--- src/rtl/ariane_pkg.sv ---
// Shared types and defaults for the BOF range-table controller.
package ariane_pkg;

    localparam int unsigned BOF_NUM_ENTRIES = 8;
    localparam int unsigned BOF_ADDR_W      = 32;
    // Entries store addresses zero-extended to this width so any ADDR_W up to it compares unsigned.
    localparam int unsigned BOF_MAX_ADDR_W  = 64;

    typedef enum logic {
        ST_IDLE  = 1'b0,
        ST_CLEAR = 1'b1
    } bof_state_e;

    typedef struct packed {
        logic                      valid;
        logic [BOF_MAX_ADDR_W-1:0] start_addr;
        logic [BOF_MAX_ADDR_W-1:0] end_addr;
    } bof_range_t;

endpackage

--- src/rtl/bof_range_match.sv ---
// Parallel inclusive range compare over every entry, lowest matching index wins.
module bof_range_match
    import ariane_pkg::*;
#(
    parameter int unsigned NUM_ENTRIES = BOF_NUM_ENTRIES
) (
    input  bof_range_t                       entries_i [NUM_ENTRIES],
    input  logic [BOF_MAX_ADDR_W-1:0]        addr_i,
    output logic                             hit_c,
    output logic [$clog2(NUM_ENTRIES)-1:0]   idx_c
);

    localparam int unsigned IDX_W = $clog2(NUM_ENTRIES);

    logic [NUM_ENTRIES-1:0] match;

    always_comb begin
        match = '0;
        for (int unsigned i = 0; i < NUM_ENTRIES; i++) begin
            match[i] = entries_i[i].valid
                    && (entries_i[i].start_addr <= addr_i)
                    && (addr_i <= entries_i[i].end_addr);
        end
    end

    // Scan downward so the lowest matching index is the last one written.
    always_comb begin
        hit_c = 1'b0;
        idx_c = '0;
        for (int i = int'(NUM_ENTRIES) - 1; i >= 0; i--) begin
            if (match[i]) begin
                hit_c = 1'b1;
                idx_c = IDX_W'(i);
            end
        end
    end

endmodule

--- src/rtl/bof_range_ctrl.sv ---
// Range table with two arbitrated insert ports, one-entry-per-cycle flush and registered lookup.
module bof_range_ctrl
    import ariane_pkg::*;
#(
    parameter int unsigned NUM_ENTRIES = BOF_NUM_ENTRIES,
    parameter int unsigned ADDR_W      = BOF_ADDR_W
) (
    input  logic                             clk_i,
    input  logic                             rst_i,
    input  logic                             req0_valid_i,
    output logic                             req0_ready_o,
    input  logic [ADDR_W-1:0]                req0_start_i,
    input  logic [ADDR_W-1:0]                req0_end_i,
    input  logic                             req1_valid_i,
    output logic                             req1_ready_o,
    input  logic [ADDR_W-1:0]                req1_start_i,
    input  logic [ADDR_W-1:0]                req1_end_i,
    input  logic                             clear_i,
    input  logic                             lookup_valid_i,
    input  logic [ADDR_W-1:0]                lookup_addr_i,
    output logic                             lookup_hit_o,
    output logic [$clog2(NUM_ENTRIES)-1:0]   lookup_idx_o,
    output logic                             busy_o,
    output logic [$clog2(NUM_ENTRIES):0]     count_o,
    output logic                             overwrite_o,
    output logic                             err_o
);

    localparam int unsigned IDX_W = $clog2(NUM_ENTRIES);
    localparam int unsigned CNT_W = IDX_W + 1;

    bof_state_e                state_q, state_d;
    bof_range_t                tbl_q [NUM_ENTRIES];
    logic [IDX_W-1:0]          wr_ptr_q, clr_ptr_q;
    logic                      rr_q;
    logic [CNT_W-1:0]          count_q;
    logic                      hit_q, ovw_q, err_q, busy_q;
    logic [IDX_W-1:0]          idx_q;

    logic                      open, acc0, ins_fire, ins_src, ins_ok, clr_last;
    logic [BOF_MAX_ADDR_W-1:0] ins_start, ins_end, qry_addr;
    logic                      m_hit;
    logic [IDX_W-1:0]          m_idx;

    // State register
    always_ff @(posedge clk_i or posedge rst_i) begin
        if (rst_i) state_q <= ST_IDLE;
        else       state_q <= state_d;
    end

    // Next-state logic
    always_comb begin
        state_d = state_q;
        case (state_q)
            ST_IDLE:  if (clear_i)  state_d = ST_CLEAR;
            ST_CLEAR: if (clr_last) state_d = ST_IDLE;
            default:  state_d = ST_IDLE;
        endcase
    end

    // Handshake, arbitration and insert decode
    always_comb begin
        open         = (state_q == ST_IDLE) && !clear_i;
        req0_ready_o = open && (!req1_valid_i || !rr_q);
        req1_ready_o = open && (!req0_valid_i ||  rr_q);
        acc0         = req0_valid_i && req0_ready_o;
        ins_fire     = acc0 || (req1_valid_i && req1_ready_o);
        ins_src      = !acc0;
        ins_start    = ins_src ? BOF_MAX_ADDR_W'(req1_start_i) : BOF_MAX_ADDR_W'(req0_start_i);
        ins_end      = ins_src ? BOF_MAX_ADDR_W'(req1_end_i)   : BOF_MAX_ADDR_W'(req0_end_i);
        ins_ok       = ins_fire && (ins_start <= ins_end);
        clr_last     = (clr_ptr_q == IDX_W'(NUM_ENTRIES - 1));
        qry_addr     = BOF_MAX_ADDR_W'(lookup_addr_i);
    end

    bof_range_match #(
        .NUM_ENTRIES (NUM_ENTRIES)
    ) u_match (
        .entries_i (tbl_q),
        .addr_i    (qry_addr),
        .hit_c     (m_hit),
        .idx_c     (m_idx)
    );

    // Table, pointers and registered outputs
    always_ff @(posedge clk_i or posedge rst_i) begin
        if (rst_i) begin
            for (int unsigned i = 0; i < NUM_ENTRIES; i++) tbl_q[i] <= '0;
            wr_ptr_q  <= '0;
            clr_ptr_q <= '0;
            rr_q      <= 1'b0;
            count_q   <= '0;
            hit_q     <= 1'b0;
            idx_q     <= '0;
            ovw_q     <= 1'b0;
            err_q     <= 1'b0;
            busy_q    <= 1'b0;
        end else begin
            ovw_q  <= 1'b0;
            err_q  <= 1'b0;
            busy_q <= (state_d == ST_CLEAR);
            hit_q  <= lookup_valid_i && (state_q == ST_IDLE) && m_hit;
            idx_q  <= (lookup_valid_i && (state_q == ST_IDLE) && m_hit) ? m_idx : '0;

            if (ins_fire) begin
                rr_q <= ~ins_src;
                if (!ins_ok) err_q <= 1'b1;
            end
            if (ins_ok) begin
                tbl_q[wr_ptr_q] <= '{valid: 1'b1, start_addr: ins_start, end_addr: ins_end};
                wr_ptr_q        <= wr_ptr_q + IDX_W'(1);
                if (tbl_q[wr_ptr_q].valid) ovw_q   <= 1'b1;
                else                       count_q <= count_q + CNT_W'(1);
            end

            if ((state_q == ST_IDLE) && clear_i) clr_ptr_q <= '0;
            if (state_q == ST_CLEAR) begin
                tbl_q[clr_ptr_q].valid <= 1'b0;
                clr_ptr_q              <= clr_ptr_q + IDX_W'(1);
                if (tbl_q[clr_ptr_q].valid) count_q <= count_q - CNT_W'(1);
                if (clr_last) begin
                    wr_ptr_q <= '0;
                    count_q  <= '0;
                end
            end
        end
    end

    assign lookup_hit_o = hit_q;
    assign lookup_idx_o = idx_q;
    assign busy_o       = busy_q;
    assign count_o      = count_q;
    assign overwrite_o  = ovw_q;
    assign err_o        = err_q;

endmodule

--- config.mk ---
export PLATFORM = sky130hd
export DESIGN_NAME = bof_range_ctrl
export DESIGN_NICKNAME = d
export VERILOG_FILES = /design/src/rtl/ariane_pkg.sv /design/src/rtl/bof_range_match.sv /design/src/rtl/bof_range_ctrl.sv
export SDC_FILE = /design/constraint.sdc
export NUM_CORES = 2
export LEC_CHECK = 0
export ABC_AREA = 0
export BUFFER_PORTS_ARGS = -buffer_cell sky130_fd_sc_hd__buf_4
export CORE_ASPECT_RATIO = 0.5
export CORE_MARGIN = 4
export CORE_UTILIZATION = 50
export CTS_BUF_LIST = sky130_fd_sc_hd__clkbuf_4
export CTS_CLUSTER_DIAMETER = 30
export DETAILED_ROUTE_END_ITERATION = 12
export MAX_ROUTING_LAYER = met4
export PLACE_DENSITY = 0.67
export SETUP_SLACK_MARGIN = 0.5
export SLEW_MARGIN = 20
export SYNTH_ARGS = -nofsm -noshare
export SYNTH_HDL_FRONTEND = slang
export SYNTH_SLANG_ARGS = --single-unit
--- constraint.sdc ---
create_clock -name clk_i -period 81.4 [get_ports clk_i]
set_input_delay 0 -clock clk_i [delete_from_list [all_inputs] [get_ports clk_i]]
set_output_delay 0 -clock clk_i [all_outputs]
set_load 0.03 [all_outputs]
==> flow_metrics.tcl <==
set metrics [dict create \
    yosys.area.top_type "dfrtp_1" \
    area_delta_synth_final_pct 17.4 \
    start_util 0.509 \
    yosysWarningCount 0 \
    synthCells 4791 \
    drtPass1Iterations 6 \
    crit_path_end_kind "flop" \
    worst_pin_slew_ns 1.22 \
    vias 38767 \
    die_w_um 456 \
    core-area_mm2 0.0987 \
    finalSetupViolations 0 \
    netlist-cell-type-count 67 \
    path_common_cell "buf_4" \
    maxSlewHeadroom 0.177 \
    syn_area_per_cell_um2 10.5 \
    htreeDepth 4 \
    pwr-share-comb 0.227 \
    fin_skew_ns 0.0776 \
    hold_viol 0 \
    final_util 0.597 \
    status "complete, no violations" \
    yosys_register_bits 1050 \
    via_per_inst 5.61 \
    fillCellCount 8195 \
    layout.nets 6101 \
    post_cts_buffers 0 \
    max_freq_mhz 119 \
    wl_um 144000 \
    hpwl_um 88900 \
    slowest_stage "and4b_4" \
    final.setup.tns_ns 0 \
    crit_chain "buf_4 -> a211oi_1 -> nand2_4 -> buf_4 -> buf_4 -> mux2i_1 -> dlygate4sd3_1 -> buf_4 -> inv_1 -> ha_1 -> nand4_1 -> nor4_2 -> nand3_1 -> nor3b_1 -> a22o_1 -> a211oi_4 -> and4b_4 -> buf_4 -> a21oi_1 -> dlygate4sd3_1" \
    power_leakage_uw 0.0304 \
    grt_first_pass_wirelength_um 223000 \
    die_h_um 232 \
    row_count 81 \
    switchingPower_uw 423 \
    clk_pin_slew_ns 0.07 \
    netlist.area_leader.share 0.523 \
    detail_route.wl_per_cell_um 20.8 \
    ir_worst_vdd_mv 0.0162 \
    ys.flop_type "dfrtp_1" \
    worstSkewPairLatency_ns 1.20 \
    arrival_ns 9.43 \
    cap_violations 0 \
    synthArstFlopShare 1.00 \
    rr_worst_depth 20 \
    drive_above_1_share 0.122 \
    cell_internal_pwr_uw 910 \
    synth_most_common_cell "dfrtp_1" \
    powerDensity_mw_per_mm2 22.6 \
    crit_required_ns 82.45 \
    cts_tree "done" \
    r2r_setup_slack_ns 73.02 \
    cts_max_path_buffers 3 \
    globalRouteTotalUtil 0.282 \
    dieArea_mm2 0.106 \
    clock_power_share 0.316 \
    ios 179 \
    ant_nets 0 \
    post_cts_resized 0 \
    rsz0062_at_grt "false" \
    ctsHoldBuffers 274 \
    synth-seq-area-share 0.523 \
    numCtsBuffers 233 \
    slowest_delay_ns 1.06 \
    startpoint "busy_o" \
    grt_max_degree 170 \
    gr-total-overflow 0 \
    drv_slew 0 \
    fin_crit_sh 0.103 \
    cts_root_buffer "clkbuf_4" \
    switching_share 0.317 \
    worstHoldPathType "input port to flop" \
    antenna_found_initial 14 \
    dr.first_iter.drc_count 3553 \
    drc 0 \
    crit_type "flop to flop" \
    period_minus_slack_ns 8.38 \
    cts_sinks 1050 \
    reg2reg_from "busy_o" \
    gp_congestion 0.901 \
    synth.cell_area_mm2 0.0502 \
    cp_max_fo 108 \
    crit_path_start_kind "flop" \
    power_frac_seq 0.457 \
    grt_pass1_vias 38574 \
    synth_edf_count 0 \
    synth.area.top_cells "dfrtp_1 (52%), ha_1 (14%), a21oi_1 (5.7%), nor2b_1 (5.1%), nor2_1 (3.2%)" \
    ys_top_cells_by_count "dfrtp_1 (1,050), a21oi_1 (572), ha_1 (549)" \
    syn_nets 5506 \
    port_buffers 178 \
]
==> metal layers <==
metal  routed length, µm  up-vias  share of wire  global-route usage
met4                4950        0          0.034               0.114
met5                   0        -              0                   -
met1               64600    19171           0.45               0.383
met2               63000     1336           0.44               0.415
li1                    -    17968              -                   -
met3               11200      292          0.078              0.0588
==> per-stage QoR <==
stage               instances  power [µW]  area, µm²  setup slack (ns)  hold WS, ns
finish                   6906        1330      59000             73.02        0.152
global route             6905        1420      59000             72.56        0.116
CTS                      6893        1340      58800             73.17      0.00353
detailed placement       6202         895      53100             73.74        0.225
global placement         6202         878      53100             73.90        0.207
floorplan                4791         800      50200             51.85       0.0863
==> cells in the final DEF, fill, tap and decap left out, drive strengths merged, types with 4 or more instances in the layout <==
cell type | Yosys | routed
a2111oi | 7 | 7
a211oi | 22 | 22
a21boi | 6 | 6
a21o | 121 | 121
a21oi | 572 | 572
a221o | 6 | 6
a221oi | 8 | 8
a31oi | 7 | 7
and2 | 134 | 134
and4 | 11 | 11
buf | 109 | 269
bufinv | 0 | 4
clkbuf | 74 | 353
clkinv | 0 | 53
clkinvlp | 0 | 4
dfrtp | 1050 | 1050
diode | 0 | 10
dlygate4sd3 | 0 | 274
ha | 549 | 549
inv | 339 | 342
mux2i | 67 | 67
mux4 | 4 | 4
nand2 | 208 | 208
nand2b | 7 | 7
nand3 | 46 | 46
nand4 | 154 | 154
nor2 | 431 | 431
nor2b | 409 | 409
nor3 | 28 | 28
nor4 | 131 | 131
nor4b | 6 | 6
o211ai | 22 | 22
o21a | 11 | 11
o21ai | 179 | 179
o31ai | 5 | 5
or3 | 10 | 10
or4 | 5 | 5
==> cell families (layout without fill, tap and decap cells) <==
logic type      after synthesis  in the layout  share of synthesized area
flops                      1050           1050                      0.523
mux                          72             72                     0.0154
buf+inv                     522           1299                     0.0438
xor+xnor                      1              1                   0.000174
fa+ha+maj                   549            549                      0.137
simple gates               1595           1595                      0.167
compound gates             1002           1002                      0.114
other cells                   0             10                          0
==> final cells by class <==
cell class | instances | area (µm²) | area share
clock buffer | 353 | 2650 | 0.0449
clock inverter | 64 | 375 | 0.00637
tap | 1328 | 1660 | 0.0282
antenna | 10 | 25.0 | 0.000424
sequential | 1050 | 26300 | 0.446
multi-input combinational | 3219 | 21900 | 0.371
timing repair buffer | 543 | 4850 | 0.0822
inverter | 339 | 1280 | 0.0217
==> power groups by stage <==
stage	Sequential, µW	Clock [µW]	Combinational [µW]
after floorplan	612	0	188
after CTS	608	431	298
after global routing	615	460	341
after detailed placement	617	0	277
final	609	421	303
after global placement	616	0	262
==> critical path: cells and delay by family, from the launching register on <==
family / cells / cell delay, ns
multiplexers: 1 / 0.24
adder cells (fa/ha/maj): 1 / 0.29
AO/OA/AOI/OAI: 4 / 1.20
AND/OR/NAND/NOR: 6 / 2.23
flip-flops: 1 / 0.33
buffers and inverters: 8 / 3.82
==> how the worst min path moves through the flow <==
| stage | startpoint | endpoint | cells after the start |
|---|---|---|---|
| after floorplan | clear_i | clr_ptr_q[1] | 1 |
| after global placement | rst_i | asynchronous set/reset pin | 2 |
| after detailed placement | rst_i | asynchronous set/reset pin | 2 |
| after CTS | lookup_addr_i[15] | lookup_idx_o[2] | 7 |
| after global routing | lookup_addr_i[0] | lookup_idx_o[1] | 8 |
| final | lookup_addr_i[15] | lookup_idx_o[2] | 7 |
No activity file was read; power rests on OpenSTA's default activity.
